**src/rtl/vrf_port_sequencer.sv**
```systemverilog
// vrf_port_sequencer
//   Per write-port-group sequencer. It accepts one start pulse and then
//   walks the VRF read addresses for up to three source operands, one beat
//   at a time. It also walks the write addresses for result beats that come
//   back from the lanes. When the last result beat has been written, it
//   returns to idle and pulses done_o.
//
// Ports
//   clk, rstn            clock, synchronous active-low reset
//   start_i              allocation pulse (accepted only when port_rdy_o=1)
//   vs1/vs2/vs3/vd_base_i base beat addresses, latched on start
//   op3_en_i             instruction reads a third operand
//   beats_i              beat count, latched on start (0 = immediate done)
//   rd_stall_i           read side not accepting this cycle
//   rd_vld_o, rd_addr_a/b/c_o, rd_c_en_o   read request
//   wr_data_vld_i        lane result beat available
//   wr_en_o, wr_addr_o   VRF write (combinational from wr_data_vld_i)
//   port_rdy_o           group idle and allocatable
//   done_o               one-cycle completion pulse
//   err_o                sticky protocol error, cleared only by reset
//
// state | meaning
// IDLE  | waiting for start_i, port_rdy_o=1
// READ  | issuing read beats; result writes may overlap
// DRAIN | all reads accepted, waiting for remaining result writes
module vrf_port_sequencer #(
   parameter int ADDR_W  = 9,
   parameter int BEATS_W = 6
) (
   input  logic               clk,
   input  logic               rstn,
   input  logic               start_i,
   input  logic [ADDR_W-1:0]  vs1_base_i,
   input  logic [ADDR_W-1:0]  vs2_base_i,
   input  logic [ADDR_W-1:0]  vs3_base_i,
   input  logic [ADDR_W-1:0]  vd_base_i,
   input  logic               op3_en_i,
   input  logic [BEATS_W-1:0] beats_i,
   input  logic               rd_stall_i,
   output logic               rd_vld_o,
   output logic [ADDR_W-1:0]  rd_addr_a_o,
   output logic [ADDR_W-1:0]  rd_addr_b_o,
   output logic [ADDR_W-1:0]  rd_addr_c_o,
   output logic               rd_c_en_o,
   input  logic               wr_data_vld_i,
   output logic               wr_en_o,
   output logic [ADDR_W-1:0]  wr_addr_o,
   output logic               port_rdy_o,
   output logic               done_o,
   output logic               err_o
);

   localparam logic [1:0] S_IDLE  = 2'd0;
   localparam logic [1:0] S_READ  = 2'd1;
   localparam logic [1:0] S_DRAIN = 2'd2;

   logic [1:0]         state;
   logic [ADDR_W-1:0]  vs1_q, vs2_q, vs3_q, vd_q;
   logic               op3_q;
   logic [BEATS_W-1:0] beats_q;
   logic [BEATS_W-1:0] rd_cnt, wr_cnt;
   logic               done_q, err_q;

   logic rd_acc, wr_ok, rd_last, wr_last;

   assign rd_vld_o   = (state == S_READ);
   assign rd_c_en_o  = rd_vld_o & op3_q;
   assign port_rdy_o = (state == S_IDLE);
   assign done_o     = done_q;
   assign err_o      = err_q;

   // Sums truncate to ADDR_W, so addresses wrap around naturally.
   assign rd_addr_a_o = vs1_q + ADDR_W'(rd_cnt);
   assign rd_addr_b_o = vs2_q + ADDR_W'(rd_cnt);
   assign rd_addr_c_o = vs3_q + ADDR_W'(rd_cnt);
   assign wr_addr_o   = vd_q  + ADDR_W'(wr_cnt);

   assign rd_acc  = rd_vld_o & ~rd_stall_i;
   // A result beat is only legal once its read has been accepted.
   assign wr_ok   = wr_data_vld_i & (state != S_IDLE) & (wr_cnt < rd_cnt);
   assign wr_en_o = wr_ok;
   assign rd_last = (rd_cnt == beats_q - BEATS_W'(1));
   assign wr_last = (wr_cnt == beats_q - BEATS_W'(1));

   always_ff @(posedge clk) begin
      if (!rstn) begin
         state   <= S_IDLE;
         vs1_q   <= '0;
         vs2_q   <= '0;
         vs3_q   <= '0;
         vd_q    <= '0;
         op3_q   <= 1'b0;
         beats_q <= '0;
         rd_cnt  <= '0;
         wr_cnt  <= '0;
         done_q  <= 1'b0;
         err_q   <= 1'b0;
      end else begin
         done_q <= 1'b0;
         if ((start_i && state != S_IDLE) || (wr_data_vld_i && !wr_ok))
            err_q <= 1'b1;
         if (rd_acc) rd_cnt <= rd_cnt + BEATS_W'(1);
         if (wr_ok)  wr_cnt <= wr_cnt + BEATS_W'(1);

         case (state)
            S_IDLE: begin
               if (start_i) begin
                  if (beats_i != '0) begin
                     vs1_q   <= vs1_base_i;
                     vs2_q   <= vs2_base_i;
                     vs3_q   <= vs3_base_i;
                     vd_q    <= vd_base_i;
                     op3_q   <= op3_en_i;
                     beats_q <= beats_i;
                     rd_cnt  <= '0;
                     wr_cnt  <= '0;
                     state   <= S_READ;
                  end else begin
                     done_q <= 1'b1;
                  end
               end
            end
            S_READ: begin
               // Final write wins over final read so done is never lost.
               if (wr_ok && wr_last) begin
                  state  <= S_IDLE;
                  done_q <= 1'b1;
               end else if (rd_acc && rd_last) begin
                  state <= S_DRAIN;
               end
            end
            S_DRAIN: begin
               if (wr_ok && wr_last) begin
                  state  <= S_IDLE;
                  done_q <= 1'b1;
               end
            end
            default: state <= S_IDLE;
         endcase
      end
   end

endmodule

```
**config.mk**
```make
export PLATFORM = sky130hd
export DESIGN_NAME = vrf_port_sequencer
export DESIGN_NICKNAME = d
export VERILOG_FILES = /design/src/rtl/vrf_port_sequencer.sv
export SDC_FILE = /design/constraint.sdc
export NUM_CORES = 1
export LEC_CHECK = 0
export ABC_AREA = 1
export CAP_MARGIN = 5
export CORE_MARGIN = 5
export CORE_UTILIZATION = 54
export DETAILED_ROUTE_END_ITERATION = 10
export PLACE_DENSITY = 0.95
export SYNTH_ARGS = -nofsm -noshare
export SYNTH_HDL_FRONTEND = slang
export SYNTH_SLANG_ARGS = --single-unit
```
**constraint.sdc**
```tcl
create_clock -name clk -period 4.4 [get_ports clk]
set_input_delay 1.1 -clock clk [delete_from_list [all_inputs] [get_ports clk]]
set_output_delay 1.1 -clock clk [all_outputs]
set_load 0.02 [all_outputs]
```
==> results.json, run 1 <==
{
  "status": "complete, no violations",
  "grt_pass1_wl_mm": 17.38,
  "diodes": 0,
  "fmax_ghz": 0.2352,
  "ys_types": 29,
  "p_per_area_nw_per_um2": 495.8,
  "initial_utilization_pct": 54.95,
  "reg2reg_depth": 8,
  "clock_path_buffers": 2,
  "die_area_um2": 8591,
  "area_delta_synth_final_pct": 30.77,
  "hold_path_depth": 2,
  "end_kind": "primary output",
  "rsz0062_at_grt": "false",
  "grt_use_met1_pct": 29.25,
  "synth-main-ff-cell": "dfxtp_1",
  "syn_nets": 603,
  "use_met3_pct": 4.955,
  "overflow": 0,
  "worstSkewPairLatency_ns": 0.34,
  "finalCritPeriodShare_pct": 96.62,
  "ir_drop_v": 0.0003101,
  "worstHoldStart": "beats_q[5]$_SDFFE_PN0P_",
  "grt_max_degree": 48,
  "cap_viol_max_count": 0,
  "path_class": "register to primary output",
  "period_needed_ns": 4.251,
  "p_leak_nw": 2.158,
  "postCtsHoldBufs": 0,
  "core_um2": 6719,
  "hold-path-endpoint": "beats_q[5]$_SDFFE_PN0P_",
  "critPathLaunchType": "register",
  "hold_path.class": "register to register",
  "htree_levels": 3,
  "finalWeightedCongestion": 0.8439,
  "ant_nets": 0,
  "cts_setup_buffers": 0,
  "clk_pin_slew_ns": 0.07,
  "first_iter_violations": 257,
  "drive_gt1_share_pct": 4.276,
  "final_core_utilization_pct": 71.86,
  "nets": 691,
  "reg2reg_slack_ns": 2.03,
  "synth_largest_type_area_fraction_pct": 31.99,
  "numPortBuffers": 89,
  "drc": 0,
  "synth_edf_count": 0,
  "final.setup.tns_ns": 0,
  "grt_pass1_vias": 3856,
  "skew_ns": 0.008751,
  "cts_resized": 0,
  "vias": 3771,
  "timing.rr.start": "state[0]$_SDFFE_PN0P_",
  "numCtsBuffers": 9,
  "vias_per_cell": 5.481,
  "die_w_um": 92.69,
  "root_buffer": "clkbuf_8",
  "nFillCells": 472,
  "netlist_area_um2": 3692,
  "synth.top_cells.by_area": "dfxtp_1 32%, ha_1 12%, nor2_1 9.0%",
  "maxSlewHeadroom_pct": 34.19,
  "crit_required_ns": 3.30,
  "synth_top_area_cell": "dfxtp_1",
  "io_pins": 90,
  "crit_arrival_ns": 3.15,
  "synth_seq_area_share_pct": 31.99,
  "syn_area_per_cell_um2": 7.169,
  "clock-sinks": 59,
  "dp_hpwl_mm": 7.755,
  "syn_inst": 515,
  "synth-warning-count": 0,
  "met2_usage_pct": 44.59,
  "postRouteWirelength_mm": 10.71,
  "post_drt_wl_per_cell_um": 15.57,
  "async_flop_share_pct": 0,
  "ys_ff_latch": 59,
  "die_h_um": 92.69,
  "r2r_end": "vs2_q[3]$_SDFFE_PN0P_",
  "track_usage_pct": 25.28,
  "fp-row-count": 30,
  "antenna_found_initial": 0,
  "busiest_layer": "met2",
  "hold_viol": 0,
  "setup_viol": 0,
  "layout_common_cells": "89 x nor2_1, 89 x clkdlybuf4s50_1, 69 x nand2_1",
  "cp_max_fo": 8,
  "cts_tree": "built",
  "first_pass_iters": 5,
  "tightestPinTransition_ns": 0.9861,
  "drv_slew": 0
}
[Yosys cell counts (2+ instances only)]
master,number
a211oi_1,3
dfxtp_1,59
clkbuf_1,10
fa_1,4
xor2_1,20
nand2_1,69
o21bai_1,4
inv_2,3
nand3_1,40
nor2_1,89
o21ai_0,54
buf_4,2
nor3b_1,2
nand2_2,2
nor2_2,2
inv_1,55
xnor2_1,12
a21oi_1,34
nor3_1,3
ha_1,36
nand4_1,4
[registers in the layout (all words and copies together), names as in the netlist]
| signal | cells |
|---|---|
| rd_cnt | 6 |
| beats_q | 6 |
| vs2_q | 9 |
| done_o | 1 |
| wr_cnt | 6 |
| state | 2 |
| vs3_q | 9 |
| vd_q | 9 |
| err_o | 1 |
| op3_q | 1 |
| vs1_q | 9 |
[power by group]
part	total (mW)	internal (mW)	switching, mW
combinational	1.16	0.472	0.687
clock	0.479	0.266	0.213
sequential	0.756	0.657	0.0992
total	2.39	1.40	0.999
[routing by layer]
layer	share of wire, %	vias up
li1	-	1860
met1	40	1717
met2	49	161
met3	7.2	33
met4	3.1	0
met5	0	-
[layout make-up]
class / instances / area, um^2 / share of cell area (%)
clock buffers: 15 / 186.4 / 3.861
clock inverters: 1 / 5.005 / 0.1037
inverters: 58 / 217.7 / 4.509
multi-input cells: 384 / 2232 / 46.23
flip-flops and latches: 59 / 1181 / 24.46
well taps: 80 / 100.1 / 2.073
repair buffers: 91 / 905.9 / 18.76
[logic make-up after synthesis]
group                      Yosys count  synth area share [%]
and+or+nand+nor                    215                 24.74
AOI/OAI and AO/OA                   97                 13.76
buffers and inverters               72                 7.557
DFF                                 59                 31.99
adders and majority gates           40                 14.37
xor gates and xnor gates            32                 7.591
[per-stage QoR]
stage               worst slack, ns  hold slack, ns  cells  cell area [um^2]  total power [mW]
floorplan                     1.173          0.4440    515              3692             1.471
global placement             0.5828          0.4641    672              4637             1.858
detailed placement           0.4616          0.4668    672              4637             1.898
CTS                         0.06630          0.4771    688              4828             2.389
global route               0.006334          0.5070    688              4828             2.552
finish                       0.1489          0.4710    688              4828             2.394
[worst max-delay path, cell delays in order, from the launching register on]
cell and delay, ns:
dfxtp_1 0.52, ha_1 0.23, inv_1 0.06, fa_1 0.41, o21ai_1 0.24, a21oi_1 0.11
o21ai_0 0.28, nand3_1 0.14, xnor2_1 0.17, clkdlybuf4s50_1 0.63
[worst max-delay path by stage]
stage	from	end	cells past startpoint
floorplan	rd_cnt[0]$_SDFF_PN0_	rd_addr_b_o[8]	8
global placement	rd_cnt[0]$_SDFF_PN0_	rd_addr_c_o[8]	9
detailed placement	rd_cnt[0]$_SDFF_PN0_	rd_addr_c_o[8]	9
CTS	rd_cnt[0]$_SDFF_PN0_	rd_addr_c_o[8]	9
global route	rd_cnt[0]$_SDFF_PN0_	rd_addr_c_o[8]	9
finish	rd_cnt[0]$_SDFF_PN0_	rd_addr_c_o[8]	9
Note: power is estimated with default switching activity, not from simulation.
==> inputs of run 2 (changes only) <==
--- a/config.mk
+++ b/config.mk
@@ -9,7 +9,9 @@
 export CAP_MARGIN = 5
 export CORE_MARGIN = 5
 export CORE_UTILIZATION = 54
+export CTS_CLUSTER_DIAMETER = 150
 export DETAILED_ROUTE_END_ITERATION = 10
+export MAX_ROUTING_LAYER = met4
 export PLACE_DENSITY = 0.95
 export SYNTH_ARGS = -nofsm -noshare
 export SYNTH_HDL_FRONTEND = slang
==> results.json, run 2 (same netlist as run 1, synthesis figures left out) <==
{
  "period_needed_ns": 4.157,
  "cts_setup_buffers": 0,
  "ant_nets": 0,
  "drc": 0,
  "antenna_found_initial": 0,
  "comb_power_share_pct": 48.2,
  "cts_resized": 0,
  "die_h_um": 92.69,
  "ir_drop_v": 0.0003012,
  "path_class": "register to primary output",
  "hold_path_depth": 2,
  "dp_hpwl_mm": 7.807,
  "area_delta_synth_final_pct": 30.80,
  "design_area_um2": 4830,
  "fp-row-count": 30,
  "nets": 691,
  "critPathLaunchType": "register",
  "switchingPower_uw": 985.4,
  "tightestPinTransition_ns": 1.068,
  "overflow": 0,
  "root_buffer": "clkbuf_8",
  "rsz0062_at_grt": "false",
  "worstSkewPairLatency_ns": 0.35,
  "numCtsBuffers": 9,
  "cts_tree": "built",
  "busiest_layer": "met2",
  "hold_viol": 0,
  "first_pass_iters": 4,
  "first_iter_violations": 241,
  "met2_usage_pct": 42.84,
  "die_w_um": 92.69,
  "drv_slew": 0,
  "cap_viol_max_count": 0,
  "power_frac_clock_pct": 20.2,
  "crit_required_ns": 3.30,
  "io_pins": 90,
  "core_um2": 6719,
  "power_mw": 2.381,
  "power_frac_seq_pct": 31.6,
  "grt_pass1_vias": 3754,
  "die_area_um2": 8591,
  "vias_per_cell": 5.427,
  "p_per_area_nw_per_um2": 493.1,
  "reg2reg_depth": 8,
  "postCtsHoldBufs": 0,
  "r2r_end": "vs2_q[2]$_SDFFE_PN0P_",
  "timing.rr.start": "state[1]$_SDFFE_PN0P_",
  "grt_max_degree": 48,
  "dp_slack_ns": 0.4517,
  "maxSlewHeadroom_pct": 28.70,
  "track_usage_pct": 25.58,
  "setup_viol": 0,
  "grt_pass1_wl_mm": 16.95,
  "clock-sinks": 59,
  "reg2reg_slack_ns": 2.07,
  "worstHoldStart": "beats_q[5]$_SDFFE_PN0P_",
  "htree_levels": 3,
  "post_drt_wl_per_cell_um": 15.05,
  "initial_utilization_pct": 54.95,
  "layout_common_cells": "89 x nor2_1, 89 x clkdlybuf4s50_1, 69 x nand2_1",
  "end_kind": "primary output",
  "numPortBuffers": 89,
  "cp_max_fo": 6,
  "clk_pin_slew_ns": 0.07,
  "drive_gt1_share_pct": 4.441,
  "finalWeightedCongestion": 0.8783,
  "hold_path.class": "register to register",
  "p_leak_nw": 2.158,
  "clock_path_buffers": 2,
  "hold-path-endpoint": "beats_q[5]$_SDFFE_PN0P_",
  "switching_share_pct": 41.38,
  "finalCritPeriodShare_pct": 94.47,
  "worst_slack_ns": 0.2432,
  "final.setup.tns_ns": 0,
  "p_int_mw": 1.396,
  "grt_use_met1_pct": 29.35,
  "skew_ns": 0.006662,
  "status": "complete, no violations",
  "use_met3_pct": 3.899,
  "fmax_ghz": 0.2406,
  "diodes": 0,
  "vias": 3734,
  "dpl_cell_area_um2": 4637,
  "postRouteWirelength_mm": 10.35,
  "crit_arrival_ns": 3.06
}
[run 2: worst max path at each step]
stage	end	from	slack, ns
global route	wr_addr_o[8]	wr_cnt[0]$_SDFF_PN0_	0.06
detailed placement	rd_addr_c_o[8]	rd_cnt[0]$_SDFF_PN0_	0.45
CTS	rd_addr_c_o[8]	rd_cnt[0]$_SDFF_PN0_	0.04
floorplan	rd_addr_b_o[8]	rd_cnt[0]$_SDFF_PN0_	1.17
finish	wr_addr_o[8]	wr_cnt[0]$_SDFF_PN0_	0.24
global placement	rd_addr_c_o[8]	rd_cnt[0]$_SDFF_PN0_	0.58
[run 2: final cells by class]
| class | instances | area (um^2) |
|---|---|---|
| clock inverters | 1 | 5.005 |
| clock buffers | 15 | 186.4 |
| repair buffers | 91 | 905.9 |
| flip-flops and latches | 59 | 1182 |
| well taps | 80 | 100.1 |
| fillers | 506 | 1889 |
| inverters | 58 | 217.7 |
| multi-input cells | 384 | 2232 |
[run 2: per-stage QoR]
step / util (%) / instances / hold WS, ns
after detailed placement: 69.01 / 672 / 0.4721
after CTS: 71.86 / 688 / 0.4839
after global placement: 69.01 / 672 / 0.4630
final: 71.88 / 688 / 0.4822
after floorplan: - / 515 / 0.4440
after global routing: 71.88 / 688 / 0.5195
[run 2: worst max-delay path, stage by stage (launching register included)]
cell	delay [ns]
dfxtp_1	0.44
ha_1	0.21
inv_1	0.05
fa_1	0.39
o21ai_0	0.29
a21oi_1	0.10
o21ai_0	0.27
nand3_1	0.14
xnor2_1	0.19
clkdlybuf4s50_1	0.64
[run 2: power groups by stage]
stage               clock (mW)  sequential, mW  combinational (mW)
finish                   0.481           0.752                1.15
global route             0.510           0.769                1.26
CTS                      0.484           0.751                1.14
detailed placement           0           0.762                1.14
global placement             0           0.755                1.10
floorplan                    0           0.741               0.731
[run 2: routing by layer]
layer | part of all wire, % | routed length [um] | up-vias
met5 | 0 | 0 | -
met4 | 3.7 | 384 | 0
met3 | 5.6 | 582 | 37
met2 | 49 | 5027 | 129
met1 | 42 | 4359 | 1712
li1 | - | - | 1856
